===== config.mk =====
export PLATFORM = sky130hd
export DESIGN_NAME = bloke2_digest_capture
export DESIGN_NICKNAME = d
export VERILOG_FILES = /design/src/rtl/bloke2_digest_capture.sv
export SDC_FILE = /design/constraint.sdc
export NUM_CORES = 1
export LEC_CHECK = 0
export CELL_PAD_IN_SITES_DETAIL_PLACEMENT = 1
export CELL_PAD_IN_SITES_GLOBAL_PLACEMENT = 1
export CORE_MARGIN = 1.5
export CORE_UTILIZATION = 25
export CTS_CLUSTER_DIAMETER = 50
export DETAILED_ROUTE_END_ITERATION = 6
export PLACE_DENSITY_LB_ADDON = 0.1
export SYNTH_ARGS = -nofsm -noshare
export SYNTH_HDL_FRONTEND = slang
export SYNTH_SLANG_ARGS = --single-unit

===== constraint.sdc =====
create_clock -name clk -period 7.4 [get_ports clk]
set_clock_uncertainty 0.1 [all_clocks]
set_input_delay 2.22 -clock clk [delete_from_list [all_inputs] [get_ports clk]]
set_output_delay 2.22 -clock clk [all_outputs]
set_load 0.05 [all_outputs]

===== src/rtl/bloke2_digest_capture.sv =====
// Captures the BLAKE2 serial digest byte stream into a parallel register and checks it against a reference.
// Optional readback port enabled by defining BLOKE2_CAPTURE_READBACK_EN.
module bloke2_digest_capture #(
    parameter int unsigned OUT_BYTES = 32,
    parameter int unsigned CNT_W     = 7
) (
    input  logic                   clk,
    input  logic                   rst_n,
    input  logic                   start,
    input  logic [7:0]             din,
    input  logic                   din_valid,
    input  logic                   din_end,
    input  logic [8*OUT_BYTES-1:0] expected,
`ifdef BLOKE2_CAPTURE_READBACK_EN
    input  logic [CNT_W-1:0]       rd_idx,
    output logic [7:0]             rd_byte,
`endif
    output logic [8*OUT_BYTES-1:0] digest,
    output logic                   busy,
    output logic                   done,
    output logic                   match,
    output logic                   err
);

    localparam int unsigned DW = 8 * OUT_BYTES;

    typedef enum logic [1:0] {
        IDLE    = 2'd0,
        COLLECT = 2'd1,
        DONE    = 2'd2
    } state_t;

    state_t           state_q, state_d;
    logic [CNT_W-1:0] count_q, count_d;
    logic [DW-1:0]    digest_q, digest_d;
    logic             busy_q, busy_d;
    logic             done_q, done_d;
    logic             match_q, match_d;
    logic             err_q, err_d;

    // Next-state: start clears and re-arms, and outranks any byte arriving in the same cycle.
    always_comb begin
        state_d  = state_q;
        count_d  = count_q;
        digest_d = digest_q;
        done_d   = done_q;
        match_d  = match_q;
        err_d    = err_q;

        if (start) begin
            state_d  = COLLECT;
            count_d  = '0;
            digest_d = '0;
            done_d   = 1'b0;
            match_d  = 1'b0;
            err_d    = 1'b0;
        end else if (state_q == COLLECT && din_valid) begin
            if (count_q < CNT_W'(OUT_BYTES)) begin
                for (int i = 0; i < OUT_BYTES; i++) begin
                    if (count_q == CNT_W'(i)) begin
                        digest_d[8*i +: 8] = din;
                    end
                end
                count_d = count_q + CNT_W'(1);
            end else begin
                err_d = 1'b1;
            end

            if (din_end) begin
                state_d = DONE;
                done_d  = 1'b1;
                if (count_q < CNT_W'(OUT_BYTES - 1)) begin
                    err_d = 1'b1;
                end
                // Compare including the byte landing this cycle; only a clean exact-length stream matches.
                match_d = (digest_d == expected) &&
                          (count_q == CNT_W'(OUT_BYTES - 1)) && !err_q;
            end
        end

        busy_d = (state_d == COLLECT);
    end

    always_ff @(posedge clk) begin
        if (!rst_n) begin
            state_q  <= IDLE;
            count_q  <= '0;
            digest_q <= '0;
            busy_q   <= 1'b0;
            done_q   <= 1'b0;
            match_q  <= 1'b0;
            err_q    <= 1'b0;
        end else begin
            state_q  <= state_d;
            count_q  <= count_d;
            digest_q <= digest_d;
            busy_q   <= busy_d;
            done_q   <= done_d;
            match_q  <= match_d;
            err_q    <= err_d;
        end
    end

    assign digest = digest_q;
    assign busy   = busy_q;
    assign done   = done_q;
    assign match  = match_q;
    assign err    = err_q;

`ifdef BLOKE2_CAPTURE_READBACK_EN
    logic [7:0] rd_byte_q, rd_byte_d;

    // Out-of-range indices fall through to zero.
    always_comb begin
        rd_byte_d = 8'h00;
        for (int i = 0; i < OUT_BYTES; i++) begin
            if (rd_idx == CNT_W'(i)) begin
                rd_byte_d = digest_q[8*i +: 8];
            end
        end
    end

    always_ff @(posedge clk) begin
        if (!rst_n) begin
            rd_byte_q <= 8'h00;
        end else begin
            rd_byte_q <= rd_byte_d;
        end
    end

    assign rd_byte = rd_byte_q;
`endif

endmodule

== After elaboration in Yosys (flattened, before gate mapping) ==
Cells that the tools add are included.
Word-level totals
  register bits after elaboration: 269
  bits of input ports: 269
  output and inout port bits: 260
  logic and storage cells: 94
Operators by class
  add/subtract/negate cells: 1
  magnitude comparators: 2
  equal/unequal tests: 34
  multiplexer cells: 41
  bitwise logic cells: 1
  reductions and logical operators: 8
Operator list (number)
  2-to-1 mux 256 bit: 3
  equality test 256 bit: 1
  2-to-1 mux 8 bit: 32
  equality test 7 x 5 -> 1 bit (second input constant): 16
  equality test 7 x 4 -> 1 bit (second input constant): 8
  equality test 7 x 3 -> 1 bit (second input constant): 4
  equality test 7 x 2 -> 1 bit (second input constant): 2
  adder 7 x 1 -> 7 bit (second input constant): 1
  equality test 7 x 1 -> 1 bit (second input constant): 1
  zero test 7 bit: 1
  less-than comparator 7 x 5 -> 1 bit (second input constant): 1
  less-than comparator 7 x 6 -> 1 bit (second input constant): 1
  2-to-1 mux 2 bit: 3
  equality test 2 x 1 -> 1 bit (second input constant): 2
  AND reduction 2 bit: 2
  logical AND 1 bit: 3
  2-to-1 mux 1 bit: 3
  OR reduction 2 bit: 1
  zero test 1 bit: 1
  NOT 1 bit: 1

== Longest topological paths before layout ==
  depth after elaboration: 8
  gate-level depth with buffers: 14
  depth with buffers taken out: 11

== Least setup slack after synthesis ==
Ideal clock, no wire load.
  path kind: input to register
  start: in din[5]
  end: reg match_q (netlist: match)
  library setup time: 0.069 ns
  data arrival time: 4.167 ns
  required time: 7.231 ns
  setup slack: 3.064 ns
  cell stages on the path: 10
  path buffers: 3
  cell sequence: clkbuf_1 > clkbuf_1 > clkbuf_1 > mux2i_1 > a22oi_1 > nand4_1 > a2111o_1 > nor4_1 > nand4_1 > o21ai_1
On the way
  word-level cells in the longest chain between the ends: 7
Ends and longest elaborated chain
  start: declaration: line 10  | input logic [7:0] din,
  2-to-1 mux 8 bit: line 60  | if (count_q == CNT_W'(i)) begin
  2-to-1 mux 256 bit (*): line 58  | if (count_q < CNT_W'(OUT_BYTES)) begin
  2-to-1 mux 256 bit (*): line 57  | end else if (state_q == COLLECT && din_valid) begin
  2-to-1 mux 256 bit (*): line 50  | if (start) begin
  equality test 256 bit (*): line 76  | match_d = (digest_d == expected) &&
  logical AND 1 bit (*): line 76
  logical AND 1 bit (*): line 77  | (count_q == CNT_W'(OUT_BYTES - 1)) && !err_q;
  end signal: assignment: line 99  | match_q <= match_d;
  end: declaration: line 38  | logic match_q, match_d;
Every way passes the cells marked *; elsewhere a longest branch is shown, timed or not. The select of a mux whose other input is x is not followed.
A chain may end at the register's enable or synchronous reset.

== Worst setup path in the final report ==
  start: reg count_q[2]
  end: reg match_q (netlist: match)
On the way
  word-level cells in the longest chain between the ends: 8
Ends and longest elaborated chain
  start: declaration: line 34  | logic [CNT_W-1:0] count_q, count_d;
  start signal: assignment: line 95  | count_q <= count_d;
  parallel branches: the longest is 6 deep, another holds less-than comparator 7 x 6 -> 1 bit
  logical AND 1 bit (*): line 76
  logical AND 1 bit (*): line 77
Every way passes the cells marked *. The select of a mux whose other input is x is not followed.

==> out/results.txt <==
Status: finished, violations left
Failing checks: max-capacitance violations
Worst R2R End: match
Clock insertion delay at the later pin of the skew report: 0.58 ns
Hold Buf Count CTS: 0
Row cnt: 93
WL/cell: 35.8 um
Unique masters post-synth: 71
Worst flop-to-flop path startpoint: count_q[2]
Slew Viols, Final: 0
Minimum clock period: 5.46 ns
Reg2reg setup slack: 1.94 ns
Antenna Cells: 0
Max Clock Freq: 183 MHz
CTS Buf Count: 44
Core Footprint: 64200 um^2
Filler cell count: 7493
Peak supply drop: 150 uV
Period utilisation layout: 73.8%
P_int: 3.01 mW
Sequential share of the synthesized area: 33.2%
Die H: 258 um
Leakage: 8.42 nW
Hpwl dp: 96300 um
Sequential power share: 34.7%
RePlAce Congestion: 0.978
Hold Vio Cnt, Final: 0
Area contributors post-synth: dfxtp_1 (33%), mux2i_1 (19%), nand3_1 (6.0%)
Crit Path Max Fanout: 19
Overall power: 4.19 mW
Max Cap Viol: 2
Switching power: 1.18 mW
Hold Crit Endpoint: digest[98]
Largest area contributor in the netlist: dfxtp_1
Post-CTS Resized: 0
Total Wirelength: 120000 um
Hold WC Path Type: flop to flop
Vias per inst: 5.64
GRT Overall Usage: 35.0%
Worst setup EP type: flop
H-tree levels: 2
Rel. slew slack: 1.09%
Clk pwr share: 53.1%
Synth warn: 0
Die area: 66300 um^2
Port Buf Inserts: 528
P&R area growth vs syn: 48.1%
Initial Util: 25.2%
Sw Share: 28.1%
Setup violators final: 0
Worst path required time: 7.79 ns
DR pass1 iterations: 6
M1 WL: 53300 um
Number of cells on the worst reg-to-reg path: 10
Crit path DAT: 5.86 ns
Number of synthesized flops with an enable pin: 0
Syn Inst Count: 1994
Root Buffer: clkbuf_16
Synth cell count leaders: mux2i_1 (310), dfxtp_1 (269), nand3_1 (195), a21oi_1 (190)
CP startpoint: count_q[2]
DRC Markers: 0
Register area: 5390 um^2
CTS tree: done
Mean Syn Cell Area: 8.12 um^2
RSZ-0062 raised after global routing: no
# IOs: 529
Ratio of cells with drive above 1 in the final layout: 7.38%
Synth Net Count: 2267
Hold Path Depth: 2
Post-layout util: 37.4%
Starting DRT DRC Count: 1757
Routed wl met2: 55100 um
TNS Setup: 0 ns
Hold_sp: digest[98]
Synth async-reset ratio: 0%
Pwr per Cell Area: 175 nW/um^2
Maximum root-to-sink buffer count: 3
Antenna-violating nets left: 0
Wire length of the first global-routing pass: 162000 um
Sink Count: 269
Uppermost routed layer: met4
Clock transition at the registers of the reported paths: 0.06 ns
Largest net degree at the start of global routing: 170
Combinational share of power: 12.2%
Initial antenna violation count: 1
Nets: 2743
Synth Register Bits: 269
# Post-CTS Setup Buffers: 0
Post-Syn Area: 16200 um^2
Leading cell type by number of instances after synthesis: mux2i_1
CP Launch Type: flop
Ys flop type: dfxtp_1
Worst Tran Pin Value: 1.47 ns
Congestion Overflow GR: 0
Met3 wire length: 7480 um
WHS: 0.374 ns
Total number of vias: 18900
Crit path kind: flop to flop
Share of the synthesized area in the top cell type: 33.2%
Number of global-route vias before repair: 18800
Die Width: 258 um
Multi-input gate area: 10200 um^2
[area by class of cell]
cell class                      count  share of cell area (%)
Clock buffer                       52                    5.05
Inverter                           10                   0.156
Timing Repair Buffer              591                    23.9
Multi-Input combinational cell   1554                    42.5
Tap cell                          855                    4.46
Clock inverter                     30                    1.44
Sequential cell                   269                    22.4
[per-layer routing]
layer  vias up  global-route usage [%]
met1      9705                    47.4
met5         -                       0
met2       873                    56.5
li1       8205                       -
met4         0                    12.4
met3       164                    5.28
[worst max path at each step]
stage	endpoint	slack (ns)	cells past startpoint
after floorplan	match	3.06	10
after global placement	match	1.27	10
after detailed placement	match	1.40	10
after CTS	match	2.00	10
after global routing	match	1.92	10
final	match	1.94	10
[per-stage QoR]
step | instance area (um^2) | cells | setup WS [ns]
6_report | 24000 | 3361 | 1.94
5_1_grt | 24000 | 3361 | 1.92
4_1_cts | 24000 | 3361 | 2.00
3_5_place_dp | 22400 | 3279 | 1.40
3_3_place_gp | 22400 | 3279 | 1.27
2_1_floorplan | 16200 | 1994 | 3.06
[flip-flops by register name, indices dropped and copies added, names as in the netlist]
name	cells
state_q	2
done	1
digest	256
match	1
busy	1
err	1
count_q	7
[critical path: stages, from the launching register on]
cell	delay (ns)
dfxtp_1	0.84
nand4bb_1	0.78
nor2_1	0.76
buf_4	0.35
mux2i_1	0.24
xnor2_1	0.21
nor4_1	1.24
nand3_1	0.19
nor4_1	0.24
nand4_1	0.21
o21ai_1	0.18
[power by group through the flow]
stage / Clock, mW / Combinational (mW) / Sequential (mW)
3_5_place_dp: 0 / 0.498 / 1.49
6_report: 2.22 / 0.510 / 1.46
3_3_place_gp: 0 / 0.499 / 1.49
4_1_cts: 2.25 / 0.500 / 1.46
2_1_floorplan: 0 / 0.152 / 1.50
5_1_grt: 2.31 / 0.516 / 1.46
[cells in the final DEF (no fill, tap or decap), drive strengths merged, types with 7 or more instances in the layout]
cell type / count
nand3: 195
nand2: 177
xnor2: 57
inv: 22
or4: 11
nor2b: 8
o21a: 8
mux2i: 310
o21ai: 54
o2bb2ai: 7
xor2: 46
buf: 71
nor2: 188
a2bb2oi: 11
clkinv: 7
nor3: 16
a21o: 8
nand2b: 11
a21boi: 8
o2111ai: 8
clkdlybuf4s50: 520
o22ai: 24
o211ai: 8
a211oi: 21
clkbuf: 52
nor4: 31
a21oi: 190
a22oi: 8
dfxtp: 269
and3: 33
a2111oi: 12
nand4: 35
[logic make-up after synthesis]
| family | after synthesis | share of synthesized area, % |
|---|---|---|
| AOI/OAI and AO/OA | 401 | 15.3 |
| adders and majority gates | 4 | 0.309 |
| buffers and inverters | 171 | 4.17 |
| DFF | 269 | 33.2 |
| muxes | 310 | 19.2 |
| and+or+nand+nor | 736 | 22.3 |
| xor gates and xnor gates | 103 | 5.57 |
(Power assumes the default switching activity.)
